===== src/rtl/counter_monitor.sv =====
// Consumer-side checker for the 4-bit mode counter: runs a reference model and flags divergences.
// Optional COUNTER_MONITOR_RESYNC_EN reloads the model from the counter's Q on a Q mismatch.
module counter_monitor #(
   parameter int unsigned WIDTH     = 4,
   parameter int unsigned ERR_CNT_W = 8,
   parameter int unsigned CHK_CNT_W = 16
) (
   input  logic                 CLK,
   input  logic                 RESET,
   input  logic                 ENABLE,
   input  logic [1:0]           MODO,
   input  logic [WIDTH-1:0]     D,
   input  logic [WIDTH-1:0]     Q,
   input  logic                 RCO,
   input  logic                 LOAD,
   output logic                 ERROR,
   output logic [2:0]           ERR_FLAGS,
   output logic [ERR_CNT_W-1:0] ERR_COUNT,
   output logic [CHK_CNT_W-1:0] CHECK_COUNT,
   output logic                 FIRST_ERR_VALID,
   output logic [WIDTH-1:0]     FIRST_ERR_Q,
   output logic [WIDTH-1:0]     FIRST_ERR_EXP
);

   typedef enum logic [1:0] {
      StIdle,
      StRun,
      StFailed
   } state_t;

   state_t state_q;

   logic [WIDTH-1:0] q_exp;
   logic             rco_exp;
   logic             load_exp;

   logic             comparing;
   logic [2:0]       mism;
   logic [WIDTH-1:0] base;
   logic [WIDTH:0]   sum;
   logic [WIDTH-1:0] q_nxt;
   logic             rco_nxt;
   logic             load_nxt;

   // Compare against the model values produced on the previous edge.
   always_comb begin
      comparing = (state_q != StIdle);
      mism      = 3'b000;
      if (comparing) begin
         mism = {Q != q_exp, RCO != rco_exp, LOAD != load_exp};
      end
   end

   always_comb begin
      base = q_exp;
`ifdef COUNTER_MONITOR_RESYNC_EN
      // Adopt the counter's value so one slip is reported once, not every cycle after.
      if (mism[2]) begin
         base = Q;
      end
`endif
      sum      = '0;
      q_nxt    = base;
      rco_nxt  = 1'b0;
      load_nxt = 1'b0;
      if (ENABLE) begin
         unique case (MODO)
            2'b00: begin
               sum     = {1'b0, base} + (WIDTH+1)'(3);
               q_nxt   = sum[WIDTH-1:0];
               rco_nxt = sum[WIDTH];
            end
            2'b01: begin
               q_nxt   = base - WIDTH'(1);
               rco_nxt = (base == '0);
            end
            2'b10: begin
               q_nxt   = base + WIDTH'(1);
               rco_nxt = (base == '1);
            end
            2'b11: begin
               q_nxt    = D;
               load_nxt = 1'b1;
            end
         endcase
      end
   end

   always_ff @(posedge CLK or posedge RESET) begin
      if (RESET) begin
         state_q         <= StIdle;
         q_exp           <= '0;
         rco_exp         <= 1'b0;
         load_exp        <= 1'b0;
         ERROR           <= 1'b0;
         ERR_FLAGS       <= 3'b000;
         ERR_COUNT       <= '0;
         CHECK_COUNT     <= '0;
         FIRST_ERR_VALID <= 1'b0;
         FIRST_ERR_Q     <= '0;
         FIRST_ERR_EXP   <= '0;
      end else begin
         q_exp     <= q_nxt;
         rco_exp   <= rco_nxt;
         load_exp  <= load_nxt;
         ERROR     <= |mism;
         ERR_FLAGS <= mism;
         unique case (state_q)
            StIdle: begin
               state_q <= StRun;
            end
            StRun, StFailed: begin
               if (CHECK_COUNT != '1) begin
                  CHECK_COUNT <= CHECK_COUNT + CHK_CNT_W'(1);
               end
               if ((|mism) && (ERR_COUNT != '1)) begin
                  ERR_COUNT <= ERR_COUNT + ERR_CNT_W'(1);
               end
               // Snapshot is taken only on the RUN->FAILED edge and frozen after.
               if ((|mism) && (state_q == StRun)) begin
                  state_q         <= StFailed;
                  FIRST_ERR_VALID <= 1'b1;
                  FIRST_ERR_Q     <= Q;
                  FIRST_ERR_EXP   <= q_exp;
               end
            end
            default: begin
               state_q <= StIdle;
            end
         endcase
      end
   end

endmodule

===== config.mk =====
export PLATFORM = sky130hd
export DESIGN_NAME = counter_monitor
export DESIGN_NICKNAME = d
export VERILOG_FILES = /design/src/rtl/counter_monitor.sv
export SDC_FILE = /design/constraint.sdc
export NUM_CORES = 1
export LEC_CHECK = 0
export BUFFER_PORTS_ARGS = -buffer_cell sky130_fd_sc_hd__buf_2
export CORE_ASPECT_RATIO = 0.5
export CORE_MARGIN = 4
export CORE_UTILIZATION = 40
export DETAILED_ROUTE_END_ITERATION = 7
export PLACE_DENSITY_LB_ADDON = 0.1
export SLEW_MARGIN = 20
export SYNTH_ARGS = -nofsm -noshare
export SYNTH_HDL_FRONTEND = slang
export SYNTH_SLANG_ARGS = --single-unit

===== constraint.sdc =====
create_clock -name CLK -period 2 [get_ports CLK]
set_input_delay 0 -clock CLK [delete_from_list [all_inputs] [get_ports CLK]]
set_output_delay 0 -clock CLK [all_outputs]
set_load 0.01 [all_outputs]

# == After elaboration in Yosys (flattened, before gate mapping) ==
# Index checks and enable logic that the tools add are counted.
# totals
regBits,45
elab_cells,47
# op_classes
reduce_logical,11
n_eq_ne,12
muxes,8
n_addsub,5
# ops
cell,count
16-bit by 1-bit adder with 16-bit output (second input constant),1
16-bit != test (second input constant),1
4-bit one-hot mux with 4 select lines,1
8-bit by 1-bit adder with 8-bit output (second input constant),1
8-bit != test (second input constant),1
2-bit equality test (second input constant),3
2-bit AND reduction,3
4-bit by 2-bit adder with 5-bit output (second input constant),1
4-bit by 1-bit adder with 4-bit output (second input constant),1
2-bit by 1-bit equality test with 1-bit output (second input constant),2
4-bit equality test (second input constant),1
2-bit logical NOT,2
4-bit logical NOT,1
4-bit != test,1
2-bit one-hot mux with 2 select lines,1
4-bit by 1-bit subtractor with 4-bit output (second input constant),1
1-bit 2-to-1 mux,3
3-bit 2-to-1 mux,1
1-bit one-hot mux with 3 select lines,1
3-bit OR reduction,1
1-bit logical AND,2
2-bit 2-to-1 mux,1
1-bit != test,2
2-bit != test (second input constant),1
other kinds (2),2

# == Logic depth before layout (Yosys ltp) ==
# logic_depth
ltp_word,6
mapped_depth,9

# == Least setup slack after synthesis ==
# Ideal clock, no wire load.
# synth_path
path_type,register -> register
startpoint,register ERR_COUNT[0]
endpoint,register ERR_COUNT[1]
n_path_buf,0
required_time_ns,1.875
setup_ns,0.125
stages_incl_launch_ff,6
setup_slack_ns,0.074
arrival_time_ns,1.802
path_cell_list,dfrtp_1 ha_1 and3_1 a311o_1 a21oi_2 mux2_2
# synth_between
elab_chain_cells,3
# synth_rtl
element,line,source
"start, declared",18,"output logic [ERR_CNT_W-1:0] ERR_COUNT,"
"start signal, assigned",117,ERR_COUNT <= ERR_COUNT + ERR_CNT_W'(1);
"parallel branches: the longest is 3 deep, another holds 8-bit by 1-bit adder with 8-bit output",--,
# Parallel ways; which one is timed is not known.
# A chain may end at the register's enable or synchronous reset.

# == Final worst setup path ==
# layout_path
startpoint,register ERR_COUNT[0]
endpoint,register ERR_COUNT[4]
# Same word-level chain as after synthesis.

==> reports/metrics.cfg <==
[final_layout]
post_route_cells_drive_above_1_share_pct = 32.7
syn_to_final_growth_pct = 29.2
final_cell_mix = buf_2 (51), dfrtp_1 (45), xnor2_1 (18), nand2_1 (16), ha_1 (14)
stdcell_count = 357
num-nets-final = 314
final_common_cell = buf_2
diodes = 0
fillers = 513

[sta]
max_slew_margin_pct = 68.2
final.setup.tns_ps = 0
worst_pin_slew_ps = 475
slew_viol_final = 0
max_freq_mhz = 542
report.final.hold_viol_count = 0
fin_skew_ps = 5.65
grt_setup_unrepaired = no
setup_viol = 0
fin_crit_ps = 1840
finalCritPeriodShare_pct = 92.2

[yosys]
synth_ff_type = dfrtp_1
async_flop_share_pct = 100
yosysWarnings = 0
synth_edf_count = 0
syn_area_mm2 = 0.00234
synth_fp_nets = 242
synth_cells = 211
syn_area_per_cell_um2 = 11.1
ys_seq_area_share_pct = 48.1
synth_seq_cells = 45
synth_cell_types = 38

[grt]
grt_max_degree = 23
grt_pass1_wl_mm = 8.14
track_usage_pct = 14.5
grt_remaining_overflow = 0
grt_pass1_vias = 1773
antenna_found_initial = 0

[place]
hpwl_mm = 3.65
port_buffers = 51
dp_cells = 342
place.gp.congestion = 0.762

[detailed_routing]
drt_wl_total_mm = 4.78
wl_per_cell_um = 13.4
final_antenna_net_count = 0
route.detailed.drc = 0
viasPerCell = 4.94
drt_pre_antenna_iters = 6
drt_iter0_drc = 38
vias = 1764

[power]
peakVddDrop_v = 0.000611
powerDensity_mw_per_mm2 = 1310
leakage_nw = 1.48

[hold_path]
hp-class = in -> reg
holdPathStages = 2

[status]
status = finished clean

[clock_network]
cts_made_buffers = 5
cts_tree = done
cts_buffer_depth = 2
clock_sinks = 45
clk_pin_slew_ps = 60
clk_latency_ps = 280
cts-root-buf = clkbuf_16
cts_max_level = 2
cts_setup_buffers = 0

[die]
start_util_pct = 42.1
io_pins = 52
die-area_mm2 = 0.00721
num_rows = 19
die_h_um = 62.1
fp.dieW_um = 116
fp.coreArea_mm2 = 0.00556

[worst_setup_path]
setup.worst_path.class = reg -> reg
start_kind = flop
ff2ff_path_depth = 7
arrival_ps = 2010
crit_fanout = 7
endpoint_kind = flop
required_ps = 2160

[flow_run]
drv_cap = 0

## kinds of logic after synthesis
| kind of cell | count (synthesis) | synth area share [%] |
|---|---|---|
| adder cells (fa/ha/maj) | 16 | 8.55 |
| buffers and inverters | 17 | 2.94 |
| AO/OA/AOI/OAI | 25 | 7.27 |
| multiplexers | 13 | 6.20 |
| AND/OR/NAND/NOR | 66 | 16.1 |
| flip-flops | 45 | 48.1 |
| XOR/XNOR | 29 | 10.8 |
## timing repair
action                     CTS  global route
hold buffers                 7             0
setup endpoints to repair    0             9
gates resized for setup      0             5
hold endpoints to repair    26             0
## per-layer routing
| layer | vias to the layer above | routed length [µm] | GRT usage [%] |
|---|---|---|---|
| met5 | - | 0 | 0 |
| met4 | 0 | 58 | 4.96 |
| met3 | 5 | 218 | 3.77 |
| met2 | 36 | 2300 | 25.5 |
| met1 | 845 | 2210 | 17.7 |
| li1 | 878 | - | - |
## power by group
group | internal, W | switching, W
sequential | 0.00121 | 0.000231
clock | 0.000624 | 0.000316
combinational | 0.000798 | 0.000785
## synthesized netlist by cell type, drive strengths merged (3+ instances only)
cell type / number / area, µm²
o21ai: 4 / 20.0
inv: 12 / 45.0
nor2: 9 / 33.8
and2: 4 / 27.5
xnor2: 18 / 158
xor2: 11 / 96.3
buf: 4 / 20.0
nand2b: 3 / 18.8
nor3: 5 / 36.3
ha: 16 / 200
nand3: 4 / 20.0
and3: 6 / 37.5
a31oi: 3 / 18.8
nand2: 16 / 60.1
dfrtp: 45 / 1130
a21oi: 8 / 43.8
mux2: 12 / 135
and4: 5 / 43.8
nand4: 6 / 37.5
## flip-flops by register name, indices dropped and copies added (netlist names)
| name | cells |
|---|---|
| FIRST_ERR_Q | 4 |
| ERROR | 1 |
| state_q | 2 |
| load_exp | 1 |
| ERR_FLAGS | 3 |
| CHECK_COUNT | 16 |
| FIRST_ERR_EXP | 4 |
| ERR_COUNT | 8 |
| FIRST_ERR_VALID | 1 |
| base | 4 |
| rco_exp | 1 |
## critical path, cell delays in order (launching register included)
cell	delay, ps
dfrtp_1	410
ha_2	220
and3_1	180
a311o_1	360
a21oi_2	130
buf_4	170
nand4_1	110
xnor2_1	150
## per-stage QoR
| step | total power [W] | setup slack, ps | area [µm²] | hold WS, ps | util, % |
|---|---|---|---|---|---|
| 3_5_place_dp | 0.00300 | 57.2 | 2750 | 33.4 | 49.5 |
| 6_report | 0.00396 | 156 | 3020 | 47.6 | 54.4 |
| 3_3_place_gp | 0.00296 | 69.5 | 2750 | 29.6 | 49.5 |
| 4_1_cts | 0.00398 | 101 | 3000 | 40.8 | 53.9 |
| 2_1_floorplan | 0.00243 | 73.7 | 2340 | 152 | - |
| 5_1_grt | 0.00427 | 24.8 | 3020 | 74.8 | 54.4 |
## path summary, 6_finish.rpt
path	startpoint	end	slack, ps
max in group asynchronous	RESET	FIRST_ERR_Q[2]$_DFFE_PP0P_	1180
setup / recovery	ERR_COUNT[0]$_DFFE_PP0P_	ERR_COUNT[4]$_DFFE_PP0P_	160
min in group asynchronous	RESET	CHECK_COUNT[13]$_DFFE_PP0P_	270
hold / removal	ENABLE	base[0]$_DFFE_PP0P_	50
hold reg to reg	FIRST_ERR_VALID$_DFFE_PP0P_	FIRST_ERR_VALID$_DFFE_PP0P_	460
setup reg to reg	ERR_COUNT[0]$_DFFE_PP0P_	ERR_COUNT[4]$_DFFE_PP0P_	160
## cell type report
class	instances	area [µm²]	area share (%)
timing repair buffer	70	415	13.7
inverter	12	45.0	1.49
clock buffer	7	143	4.72
sequential	45	1130	37.2
clock inverter	1	30.0	0.993
multi-input combinational	149	1170	38.8
tap	73	91.3	3.02
Power figures use the tool's default switching activity.
